`config.mk`:
```
export PLATFORM = sky130hd
export DESIGN_NAME = mul_share_arbiter_flat
export DESIGN_NICKNAME = d
export VERILOG_FILES = /design/src/rtl/mul_share_arbiter_if.sv /design/src/rtl/mul_share_arbiter.sv /design/src/flat_wrapper.sv
export SDC_FILE = /design/constraint.sdc
export NUM_CORES = 1
export LEC_CHECK = 0
export ABC_AREA = 0
export CORE_AREA = 2 2 182 184
export DETAILED_ROUTE_END_ITERATION = 8
export DIE_AREA = 0 0 184 186
export PLACE_DENSITY = 0.62
export SLEW_MARGIN = 20
export SYNTH_ARGS = -nofsm -noshare
export SYNTH_HDL_FRONTEND = slang
export SYNTH_SLANG_ARGS = --single-unit
```
`constraint.sdc`:
```
create_clock -name clk -period 4 [get_ports clk]
set_input_delay 0.8 -clock clk [delete_from_list [all_inputs] [get_ports clk]]
set_output_delay 0.8 -clock clk [all_outputs]
set_load 0.01 [all_outputs]
```
`src/rtl/mul_share_arbiter_if.sv`:
```
// rtl/mul_share_arbiter_if.sv - requester-side bus of the shared multiplier arbiter
interface mul_share_arbiter_if #(
  parameter int NREQ  = 4,
  parameter int WIDTH = 32
);
  logic [NREQ-1:0]       req;
  logic [NREQ*WIDTH-1:0] req_a;
  logic [NREQ*WIDTH-1:0] req_b;
  logic [NREQ-1:0]       gnt;
  logic [NREQ-1:0]       done;
  logic [2*WIDTH-1:0]    result;
  logic                  err;

  modport master (
    output req, req_a, req_b,
    input  gnt, done, result, err
  );

  modport slave (
    input  req, req_a, req_b,
    output gnt, done, result, err
  );
endinterface

```
`src/rtl/mul_share_arbiter.sv`:
```
// rtl/mul_share_arbiter.sv - round-robin sharing of one shift-add multiplier among NREQ clients
module mul_share_arbiter #(
  parameter int NREQ    = 4,
  parameter int WIDTH   = 32,
  parameter int TIMEOUT = 64
) (
  input  logic               clk,
  input  logic               rst,
  mul_share_arbiter_if.slave bus,
  output logic               mul_clr,
  output logic               mul_run,
  output logic [WIDTH-1:0]   mul_a,
  output logic [WIDTH-1:0]   mul_b,
  input  logic               mul_ready,
  input  logic [2*WIDTH-1:0] mul_product
);
  localparam int PW = (NREQ > 1) ? $clog2(NREQ) : 1;
  localparam int WW = (TIMEOUT > 1) ? $clog2(TIMEOUT) : 1;

  typedef enum logic [2:0] {IDLE, CLR, RUN, WAIT, DONE} state_t;

  state_t             state, state_n;
  logic [PW-1:0]      ptr, ptr_n;
  logic [PW-1:0]      gidx, gidx_n;
  logic [PW-1:0]      pick;
  logic               pick_vld;
  logic [WW-1:0]      wdog, wdog_n;
  logic [NREQ-1:0]    gnt_n;
  logic [2*WIDTH-1:0] result_n;
  logic               err_n;
  logic [WIDTH-1:0]   a_n, b_n, a_sel, b_sel;

  // Scan downward so the lowest rotation offset from ptr is the last (winning) assignment.
  always_comb begin
    int idx;
    idx      = 0;
    pick     = '0;
    pick_vld = 1'b0;
    for (int k = NREQ - 1; k >= 0; k--) begin
      idx = int'(ptr) + k;
      if (idx >= NREQ) idx = idx - NREQ;
      if (bus.req[idx[PW-1:0]]) begin
        pick     = idx[PW-1:0];
        pick_vld = 1'b1;
      end
    end
  end

  always_comb begin
    a_sel = '0;
    b_sel = '0;
    for (int i = 0; i < NREQ; i++) begin
      if (pick == i[PW-1:0]) begin
        a_sel = bus.req_a[i*WIDTH +: WIDTH];
        b_sel = bus.req_b[i*WIDTH +: WIDTH];
      end
    end
  end

  always_comb begin
    state_n  = state;
    ptr_n    = ptr;
    gidx_n   = gidx;
    wdog_n   = wdog;
    gnt_n    = bus.gnt;
    result_n = bus.result;
    err_n    = bus.err;
    a_n      = mul_a;
    b_n      = mul_b;
    case (state)
      IDLE: begin
        if (pick_vld) begin
          gidx_n  = pick;
          gnt_n   = {{(NREQ-1){1'b0}}, 1'b1} << pick;
          a_n     = a_sel;
          b_n     = b_sel;
          state_n = CLR;
        end
      end
      CLR: state_n = RUN;
      RUN: begin
        wdog_n  = '0;
        state_n = WAIT;
      end
      WAIT: begin
        // A ready arriving on the final watchdog cycle still counts as success.
        if (mul_ready) begin
          result_n = mul_product;
          err_n    = 1'b0;
          state_n  = DONE;
        end else if (wdog == WW'(TIMEOUT - 1)) begin
          result_n = '0;
          err_n    = 1'b1;
          state_n  = DONE;
        end else begin
          wdog_n = wdog + WW'(1);
        end
      end
      DONE: begin
        ptr_n   = (gidx == PW'(NREQ - 1)) ? '0 : gidx + PW'(1);
        gnt_n   = '0;
        state_n = IDLE;
      end
      default: state_n = IDLE;
    endcase
  end

  always_ff @(posedge clk) begin
    if (rst) begin
      state      <= IDLE;
      ptr        <= '0;
      gidx       <= '0;
      wdog       <= '0;
      bus.gnt    <= '0;
      bus.done   <= '0;
      bus.result <= '0;
      bus.err    <= 1'b0;
      mul_clr    <= 1'b0;
      mul_run    <= 1'b0;
      mul_a      <= '0;
      mul_b      <= '0;
    end else begin
      state      <= state_n;
      ptr        <= ptr_n;
      gidx       <= gidx_n;
      wdog       <= wdog_n;
      bus.gnt    <= gnt_n;
      bus.done   <= (state_n == DONE) ? gnt_n : '0;
      bus.result <= result_n;
      bus.err    <= err_n;
      mul_clr    <= (state_n == CLR);
      mul_run    <= (state_n == RUN);
      mul_a      <= a_n;
      mul_b      <= b_n;
    end
  end
endmodule

```
`src/flat_wrapper.sv`:
```
// flat-port wrapper written by rule: the top's interface ports become plain ports
module mul_share_arbiter_flat 
#(
  parameter int NREQ    = 4,
  parameter int WIDTH   = 32,
  parameter int TIMEOUT = 64
)
  (clk, rst, mul_clr, mul_run, mul_a, mul_b, mul_ready, mul_product, bus_req, bus_req_a, bus_req_b, bus_gnt, bus_done, bus_result, bus_err);
  mul_share_arbiter_if #(.NREQ(NREQ), .WIDTH(WIDTH)) bus_i ();
  input  logic clk;
  input  logic rst;
  output logic mul_clr;
  output logic mul_run;
  output logic [WIDTH-1:0] mul_a;
  output logic [WIDTH-1:0] mul_b;
  input  logic mul_ready;
  input  logic [2*WIDTH-1:0] mul_product;
  input wire logic [$bits(bus_i.req)-1:0] bus_req;
  input wire logic [$bits(bus_i.req_a)-1:0] bus_req_a;
  input wire logic [$bits(bus_i.req_b)-1:0] bus_req_b;
  output wire logic [$bits(bus_i.gnt)-1:0] bus_gnt;
  output wire logic [$bits(bus_i.done)-1:0] bus_done;
  output wire logic [$bits(bus_i.result)-1:0] bus_result;
  output wire logic [$bits(bus_i.err)-1:0] bus_err;
  assign bus_i.req = bus_req;
  assign bus_i.req_a = bus_req_a;
  assign bus_i.req_b = bus_req_b;
  assign bus_gnt = bus_i.gnt;
  assign bus_done = bus_i.done;
  assign bus_result = bus_i.result;
  assign bus_err = bus_i.err;
  mul_share_arbiter #(.NREQ(NREQ), .WIDTH(WIDTH), .TIMEOUT(TIMEOUT)) u_core (.clk(clk), .rst(rst), .bus(bus_i), .mul_clr(mul_clr), .mul_run(mul_run), .mul_a(mul_a), .mul_b(mul_b), .mul_ready(mul_ready), .mul_product(mul_product));
endmodule
```
==> results.py <==
metrics = {
    "status": {
        "status": "complete, no violations",
    },
    "power_and_ir_drop": {
        "p_per_area_nw_per_um2": 389.3,
        "power.leakage_nw": 4.801,
        "p_total_w": 0.005155,
        "max-vdd-ir-drop_mv": 0.2908,
    },
    "cells_and_area": {
        "syn_to_final_growth_pct": 75.96,
        "fin_cells": 1697,
        "final_layout_size_suffix_gt1_share_pct": 9.720,
        "fin_nets": 1602,
    },
    "critical_path": {
        "critPathKind": "primary input to flip-flop",
        "required_ns": 4.34,
        "arrival_ns": 3.33,
        "path_max_fanout": 34,
        "end_kind": "flip-flop",
        "critPathLaunchType": "primary input",
    },
    "grt": {
        "grt.overflow.total": 0,
        "grt_busiest_layer": "met2",
        "use_met3_pct": 7.044,
        "grt_pass1_wl_mm": 50.54,
        "met2_usage_pct": 32.75,
        "first_global_vias": 8478,
        "grt_use_met1_pct": 22.18,
        "grt_max_degree": 71,
        "grt.total_usage_pct": 19.39,
        "grt_antenna_before_repair": 3,
    },
    "cts": {
        "clkLatencyLatePin_ns": 0.43,
        "post_cts_resize_count": 0,
        "cts_made_buffers": 17,
        "cts_tree": "done",
        "cts.sinks": 152,
        "cts_root_buffer": "clkbuf_16",
        "clkSlewWorstSetupHoldPaths_ns": 0.06,
        "cts_setup_buffers": 0,
        "cts_hold_buf": 0,
        "cts_max_path_buffers": 2,
        "htreeDepth": 4,
    },
    "synthesis": {
        "yosys.area_share.simple_pct": 11.79,
        "synth_common_cells": "dfxtp_1 (152), nor2_1 (80), a21oi_1 (72), nand3_1 (68), a211oi_1 (67)",
        "synthMostInstantiatedCell": "dfxtp_1",
        "syn-instance-count": 865,
        "yosys-mux-area-fraction_pct": 0,
        "syn-num-nets": 1194,
        "synth_top_cell_by_area": "dfxtp_1",
        "synth.distinct_cells": 48,
        "synth_edf_count": 0,
        "netlist_area_um2": 7525,
        "synth_xor_area_share_pct": 0.4656,
        "ys_async_sr_fraction_pct": 0,
        "ys_warn_count": 0,
        "ys.flop_type": "dfxtp_1",
        "synth_top_area_share_pct": 40.44,
        "yosys_register_bits": 152,
        "syn_area_per_cell_um2": 8.699,
        "ys_seq_area_share_pct": 40.44,
        "synth_top_family_by_area": "compound AO/OA/AOI/OAI gates",
        "synth_fa_ha_area_share_pct": 0.3326,
        "synth_compound_area_share_pct": 41.10,
        "synth_area_leaders": "dfxtp_1 (40%), o22ai_2 (10%), a211oi_1 (6.7%)",
    },
    "timing": {
        "hold_viol": 0,
        "setup_tns_ns": 0,
        "final.period_utilization_pct": 74.81,
        "drv_slew": 0,
        "hold_slack_ns": 0.4631,
        "max_freq_mhz": 334.2,
        "setup_violations": 0,
        "fin_crit_ns": 2.992,
        "maxSlewHeadroom_pct": 52.75,
        "worstMarginPinSlew_ns": 0.7088,
        "finClkSkew_ns": 0.006047,
        "rsz0062_at_grt": "no",
    },
    "detailed_routing": {
        "post_drt_wl_per_cell_um": 20.49,
        "drc": 0,
        "ant_nets": 0,
        "via_per_inst": 5.034,
        "via_count": 8543,
        "drtIter0Drc": 423,
        "drt_wl_total_mm": 34.78,
        "drt_first_pass_iters": 5,
    },
    "placed_design": {
        "gp_congestion": 0.8153,
        "port_buffers": 465,
        "dp.cells": 1661,
        "place_hpwl_mm": 24.95,
    },
    "floorplan": {
        "fp.coreArea_um2": 32210,
        "die_y_um": 186,
        "die-area_um2": 34220,
        "rows": 66,
        "initial_core_util_pct": 23.36,
        "pin_count": 466,
        "die_w_um": 184,
    },
    "hold_path": {
        "hold_path.class": "flip-flop to flip-flop",
    },
    "run": {
        "max_cap_viol_count": 0,
    },
}
-- where the power goes --
group | switching [W] | internal (W)
Combinational | 0.000683 | 0.000889
Sequential | 0.000109 | 0.00166
Clock | 0.000685 | 0.00112
Total | 0.00148 | 0.00368
-- worst paths after layout --
kind,start,end,slack [ns],depth (start not counted)
max reg2reg,u_core.state[0],u_core.mul_a[25],1.47,6
min,u_core.bus.err,u_core.bus.err,0.46,2
max,bus_req[0],u_core.mul_a[25],1.01,7
min reg2reg,u_core.bus.err,u_core.bus.err,0.46,2
-- through the flow --
stage               cell area [um2]  worst slack, ns  util, %
global placement              12560           0.6409    39.00
detailed placement            12560           0.5718    39.00
global route                  13240           0.8495    41.10
floorplan                      7525            1.803        -
finish                        13240            1.008    41.11
CTS                           13210            1.036    41.00
-- final cells by class --
type | instances | area [um2]
fillers | 3179 | 18970
well taps | 408 | 510.5
multi-input cells | 613 | 4089
flip-flops and latches | 152 | 3043
repair buffers | 484 | 4927
clock inverters | 12 | 197.7
diodes | 3 | 7.507
clock buffers | 20 | 446.7
inverters | 5 | 18.77
-- placed cells by master, fill, tap and decap left out, drive strengths merged, types with 12 or more instances in the layout --
cell type / instances
o21ai: 68
buf: 20
clkdlybuf4s50: 464
clkbuf: 20
nand2: 12
nor2: 80
o22ai: 64
dfxtp: 152
a211oi: 67
a21o: 65
nand3: 68
a22oi: 66
a21oi: 72
-- sequential cells by signal, indices dropped and copies added (netlist names), 3 cells and up --
signal / cells
u_core.bus.done: 4
u_core.bus.gnt: 4
u_core.bus.result: 64
u_core.mul_a: 32
u_core.mul_b: 32
u_core.state: 3
u_core.wdog: 6
-- worst max-delay path, stage by stage --
cell and delay [ns]:
clkdlybuf4s50_1 0.65, nor4_2 0.16, nor3_4 0.19, buf_4 0.52
buf_4 0.63, o22ai_2 0.13, a211oi_1 0.21
-- layer usage --
metal | part of all wire [%] | vias up | routed length (um)
li1 | - | 4079 | -
met1 | 40 | 4048 | 13960
met2 | 48 | 370 | 16650
met3 | 9.2 | 46 | 3186
met4 | 2.8 | 0 | 981
met5 | 0 | - | 0
-- kinds of logic after synthesis --
logic type | after synthesis
fa+ha+maj | 2
simple gates | 190
buf+inv | 100
compound gates | 417
xor+xnor | 4
flops | 152
No activity file was read; power rests on OpenSTA's default activity.
